### src/rtl/load_ctrl.sv
// Block loader: fetches num_blocks 8-word AXI bursts into the load broadcaster,
// one outstanding burst at a time, handing each block to the consumer via blk_valid/blk_ready.
module load_ctrl #(
  parameter int AXI_WIDTH_ID = 4,
  parameter int AXI_WIDTH_AD = 32,
  parameter int AXI_ID_VALUE = 0
) (
  input  logic                    clk,
  input  logic                    rst,
  input  logic                    start,
  input  logic [AXI_WIDTH_AD-1:0] base_addr,
  input  logic [15:0]             num_blocks,
  output logic                    busy,
  output logic                    done,
  output logic                    err,
  output logic [AXI_WIDTH_ID-1:0] m_axi_memory_bus_ARID,
  output logic [AXI_WIDTH_AD-1:0] m_axi_memory_bus_ARADDR,
  output logic [7:0]              m_axi_memory_bus_ARLEN,
  output logic [2:0]              m_axi_memory_bus_ARSIZE,
  output logic [1:0]              m_axi_memory_bus_ARBURST,
  output logic                    m_axi_memory_bus_ARVALID,
  input  logic                    m_axi_memory_bus_ARREADY,
  input  logic [1:0]              m_axi_memory_bus_RRESP,
  input  logic                    m_axi_memory_bus_RLAST,
  input  logic                    m_axi_memory_bus_RVALID,
  output logic                    m_axi_memory_bus_RREADY,
  output logic                    load_data_reg_wr_en,
  output logic [2:0]              sel_load_data,
  output logic                    blk_valid,
  input  logic                    blk_ready
);

  // state | meaning
  // IDLE  | waiting for start
  // ADDR  | AR request for block blk_idx outstanding
  // DATA  | accepting the 8 beats of the current block
  // HOLD  | block complete in broadcaster, waiting for consumer
  typedef enum logic [1:0] {IDLE, ADDR, DATA, HOLD} state_t;

  state_t                  state, state_nxt;
  logic [AXI_WIDTH_AD-1:0] base;
  logic [15:0]             nblk;
  logic [15:0]             blk_idx;
  logic [2:0]              beat_cnt;
  logic                    err_r;
  logic                    done_r;

  logic start_acc, ar_hs, beat_acc, beat_end, beat_bad, blk_hs, last_blk;
  logic arvalid_s, rready_s, blk_valid_s;

  assign start_acc = (state == IDLE) && start;
  assign ar_hs     = (state == ADDR) && m_axi_memory_bus_ARREADY;
  assign beat_acc  = (state == DATA) && m_axi_memory_bus_RVALID;
  assign beat_end  = beat_acc && ((beat_cnt == 3'd7) || m_axi_memory_bus_RLAST);
  // RLAST must coincide exactly with the eighth beat; either mismatch is a protocol error
  assign beat_bad  = beat_acc && ((m_axi_memory_bus_RRESP != 2'b00) ||
                                  ((beat_cnt == 3'd7) != m_axi_memory_bus_RLAST));
  assign blk_hs    = (state == HOLD) && blk_ready;
  assign last_blk  = (blk_idx == (nblk - 16'd1));

  always_ff @(posedge clk) begin
    if (rst) begin
      state    <= IDLE;
      base     <= '0;
      nblk     <= '0;
      blk_idx  <= '0;
      beat_cnt <= '0;
      err_r    <= 1'b0;
      done_r   <= 1'b0;
    end else begin
      state  <= state_nxt;
      done_r <= (start_acc && (num_blocks == 16'd0)) || (blk_hs && last_blk);
      if (start_acc) begin
        base    <= {base_addr[AXI_WIDTH_AD-1:5], 5'b0};
        nblk    <= num_blocks;
        blk_idx <= '0;
      end else if (blk_hs && !last_blk) begin
        blk_idx <= blk_idx + 16'd1;
      end
      if (ar_hs)
        beat_cnt <= '0;
      else if (beat_acc)
        beat_cnt <= beat_cnt + 3'd1;
      if (start_acc)
        err_r <= 1'b0;
      else if (beat_bad)
        err_r <= 1'b1;
    end
  end

  always_comb begin
    state_nxt   = state;
    arvalid_s   = 1'b0;
    rready_s    = 1'b0;
    blk_valid_s = 1'b0;
    case (state)
      IDLE: if (start && (num_blocks != 16'd0)) state_nxt = ADDR;
      ADDR: begin
        arvalid_s = 1'b1;
        if (m_axi_memory_bus_ARREADY) state_nxt = DATA;
      end
      DATA: begin
        rready_s = 1'b1;
        if (beat_end) state_nxt = HOLD;
      end
      HOLD: begin
        blk_valid_s = 1'b1;
        if (blk_ready) state_nxt = last_blk ? IDLE : ADDR;
      end
      default: state_nxt = IDLE;
    endcase
  end

  // Outputs are forced low while rst is held so nothing leaks before the reset edge lands
  assign busy                     = (state != IDLE) && !rst;
  assign done                     = done_r && !rst;
  assign err                      = err_r && !rst;
  assign m_axi_memory_bus_ARVALID = arvalid_s && !rst;
  assign m_axi_memory_bus_RREADY  = rready_s && !rst;
  assign blk_valid                = blk_valid_s && !rst;
  assign load_data_reg_wr_en      = m_axi_memory_bus_RVALID && m_axi_memory_bus_RREADY;
  assign sel_load_data            = rst ? 3'd0 : beat_cnt;
  assign m_axi_memory_bus_ARADDR  = rst ? '0 : base + AXI_WIDTH_AD'({blk_idx, 5'b0});

  assign m_axi_memory_bus_ARID    = AXI_WIDTH_ID'(AXI_ID_VALUE);
  assign m_axi_memory_bus_ARLEN   = 8'd7;
  assign m_axi_memory_bus_ARSIZE  = 3'b010;
  assign m_axi_memory_bus_ARBURST = 2'b01;

endmodule

### config.mk
export PLATFORM = sky130hd
export DESIGN_NAME = load_ctrl
export DESIGN_NICKNAME = d
export VERILOG_FILES = /design/src/rtl/load_ctrl.sv
export SDC_FILE = /design/constraint.sdc
export NUM_CORES = 1
export LEC_CHECK = 0
export ABC_AREA = 1
export ABC_CLOCK_PERIOD_IN_PS = 4900
export CELL_PAD_IN_SITES_DETAIL_PLACEMENT = 0
export CELL_PAD_IN_SITES_GLOBAL_PLACEMENT = 1
export CORE_MARGIN = 4
export CORE_UTILIZATION = 48
export DETAILED_ROUTE_END_ITERATION = 10
export DONT_BUFFER_PORTS = 1
export GPL_TIMING_DRIVEN = 0
export PLACE_DENSITY_LB_ADDON = 0.12
export SLEW_MARGIN = 0
export SYNTH_ARGS = -nofsm -noshare
export SYNTH_HDL_FRONTEND = slang
export SYNTH_SLANG_ARGS = --single-unit
export TNS_END_PERCENT = 30
### constraint.sdc
create_clock -name clk -period 4.9 [get_ports clk]
set_clock_uncertainty 0.1 [all_clocks]
set_input_delay 0.98 -clock clk [delete_from_list [all_inputs] [get_ports clk]]
set_output_delay 0.98 -clock clk [all_outputs]
set_load 0.005 [all_outputs]
==> impl_metrics.ini <==
[die]
rows = 36
ioPinCount = 116
die_h_um = 109
start_util = 0.496
core_area_um2 = 9860
die_area_um2 = 11900
die_width_um = 109

[yosys]
syn-cell-area_um2 = 4900
synth_flop_cell = dfxtp_1
synth_area_per_cell_um2 = 6.34
synthTopCellsByCount = nand2_1, nor2_1, o21ai_0
ys_top_cells_by_area = dfxtp_1, nand2_1, nor2_1
seq_area_frac_synth = 0.270
ys_types = 41
synth_async_sr_flop_share = 0
yosys_warnings = 0
netlist.area_leader.share = 0.270
yosysTopAreaCell = dfxtp_1
synth-edff-count = 0
synth_most_common_cell = nand2_1
synth-seq-cells = 66
syn_inst = 772

[global_route]
grtUsageTotal = 0.264
antenna_found_initial = 0
grt_pass1_wl_um = 24100
grt_pass1_vias = 4879
grt_overflow_total = 0
grt_max_degree = 12

[layout]
n_fill_cell = 1065
n_antenna_cell = 0
area_growth_pct = 8.92
fin_cells = 941
drive_gt1_frac = 0.0656
ff_latch_area_um2 = 1320
multiInputGateArea_um2 = 3130
final_nets = 886

[sta]
finalHoldViolations = 0
finalSetupTns_ns = 0
worst_pin_slew_ns = 0.655
post-route-period-util = 0.838
finalSetupViolations = 0
fmax_mhz = 243
grt_setup_unrepaired = no
drv_slew = 0
slew_headroom = 0.559
hold_ws_ns = 0.367
period_minus_slack_ns = 4.11

[clock_tree]
worst_skew_pair.late_latency_ns = 0.37
clock-sinks = 66
cts_inserted_buffers = 9
cts_resized = 0
clockBufferDepth = 2
cts_tree = built
clk_pin_slew_worst_paths_ns = 0.08
hold_buffers = 0
cts_setup_buffers = 0
cts.htree.levels = 3
cts_root_buffer = clkbuf_8

[power_and_ir_drop]
p_int_uw = 1200
pwr-share-comb = 0.420
irDropWorstVdd_mv = 0.242
power.density_nw_per_um2 = 395
p_clk_frac = 0.222
leakage_uw = 0.00227
power_switching_uw = 910
swShare = 0.432
seqPwrFrac = 0.358
power.total_uw = 2110

[worst_setup_path]
crit_end = m_axi_memory_bus_ARADDR[29]
critPathKind = reg2out
worst_r2r_path_depth = 15
end_kind = primary output
startpoint = blk_idx[0]
path_max_fanout = 7
r2r_setup_slack_ns = 2.61
r2r_end = blk_idx[12]
cp.required_ns = 3.82
crit-reg2reg-launch = nblk[0]
arrival_ns = 3.03
start_kind = flip-flop

[placement]
dp_hpwl_um = 12100
placed_cells = 925
portBuffers = 0
routabilityCongestion = 0.937

[flow_run]
drv_cap = 0

[route]
viasPerCell = 5.45
detailedRoute.firstPassIterationCount = 5
avgRoutedWirePerCell_um = 15.9
drt_drc_violations_left = 0
via_count = 5133
postRouteAntennaNets = 0
finalWirelength_um = 15000
drtIter0Drc = 430

[outcome]
outcome = completed

[worst_hold_path]
min_path_type = reg2reg
[routing by layer]
metal / wire, um / vias to the layer above / global-route usage
met2: 6390 / 194 / 0.409
met5: 0 / - / 0
li1: - / 2579 / -
met1: 7050 / 2332 / 0.360
met4: 363 / 0 / 0.0965
met3: 1160 / 28 / 0.0568
[logic make-up (layout without fill, tap and decap cells)]
kind of cell | Yosys count | in the layout | share of synthesized area
buf+inv | 112 | 128 | 0.106
flops | 66 | 66 | 0.270
other cells | 2 | 22 | 0.00153
fa+ha+maj | 26 | 26 | 0.0680
xor+xnor | 29 | 29 | 0.0547
compound gates | 166 | 166 | 0.177
simple gates | 371 | 371 | 0.323
[power groups by stage]
stage | clock network, uW | registers [uW] | logic (uW)
floorplan | 0 | 730 | 692
global placement | 0 | 761 | 856
detailed placement | 0 | 764 | 872
CTS | 483 | 751 | 878
global route | 501 | 768 | 1030
finish | 469 | 754 | 885
[layout by cell type, fill, tap and decap left out, drive strengths merged, types with 15 or more instances in the layout]
master	instances
nand3	41
inv	63
o21ai	80
nand2	146
nor2	140
a21oi	70
xnor2	15
ha	25
clkbuf	32
conb	22
buf	26
dfxtp	66
[metrics by stage]
step / util / instance area (um2) / setup slack, ns
6_report: 0.541 / 5330 / 0.792
5_1_grt: 0.541 / 5330 / 0.501
4_1_cts: 0.541 / 5330 / 0.777
3_5_place_dp: 0.521 / 5140 / 1.20
3_3_place_gp: 0.521 / 5140 / 1.26
2_1_floorplan: - / 4970 / 1.79
[cell type report]
cell class,count,share of cell area
inverter,65,0.0458
tap,133,0.0312
clock buffer,11,0.0265
sequential,66,0.248
multi-input combinational,614,0.587
clock inverter,5,0.0101
buffer,47,0.0516
[worst max-delay path, stage by stage (launching register included)]
cell and delay (ns):
dfxtp_1 0.52, ha_1 0.29, fa_1 0.27, nand3_1 0.09
nand2_1 0.10, a21boi_0 0.14, o21ai_0 0.17, inv_1 0.09
o21ai_0 0.53, nand2_1 0.17, o21ai_0 0.20, a21oi_1 0.08
[how the worst min path moves through the flow]
stage | from | end | slack, ns | cells past startpoint
finish | err_r | err_r | 0.37 | 2
global route | err_r | err_r | 0.41 | 2
floorplan | err_r | err_r | 0.34 | 2
CTS | err_r | err_r | 0.36 | 2
detailed placement | err_r | err_r | 0.35 | 2
global placement | err_r | err_r | 0.35 | 2
[registers in the layout, summed over array words and instances (netlist names)]
name	flops
state	2
done_r	1
err_r	1
beat_cnt	3
blk_idx	16
nblk	16
base	27
Note: power is estimated with default switching activity, not from simulation.
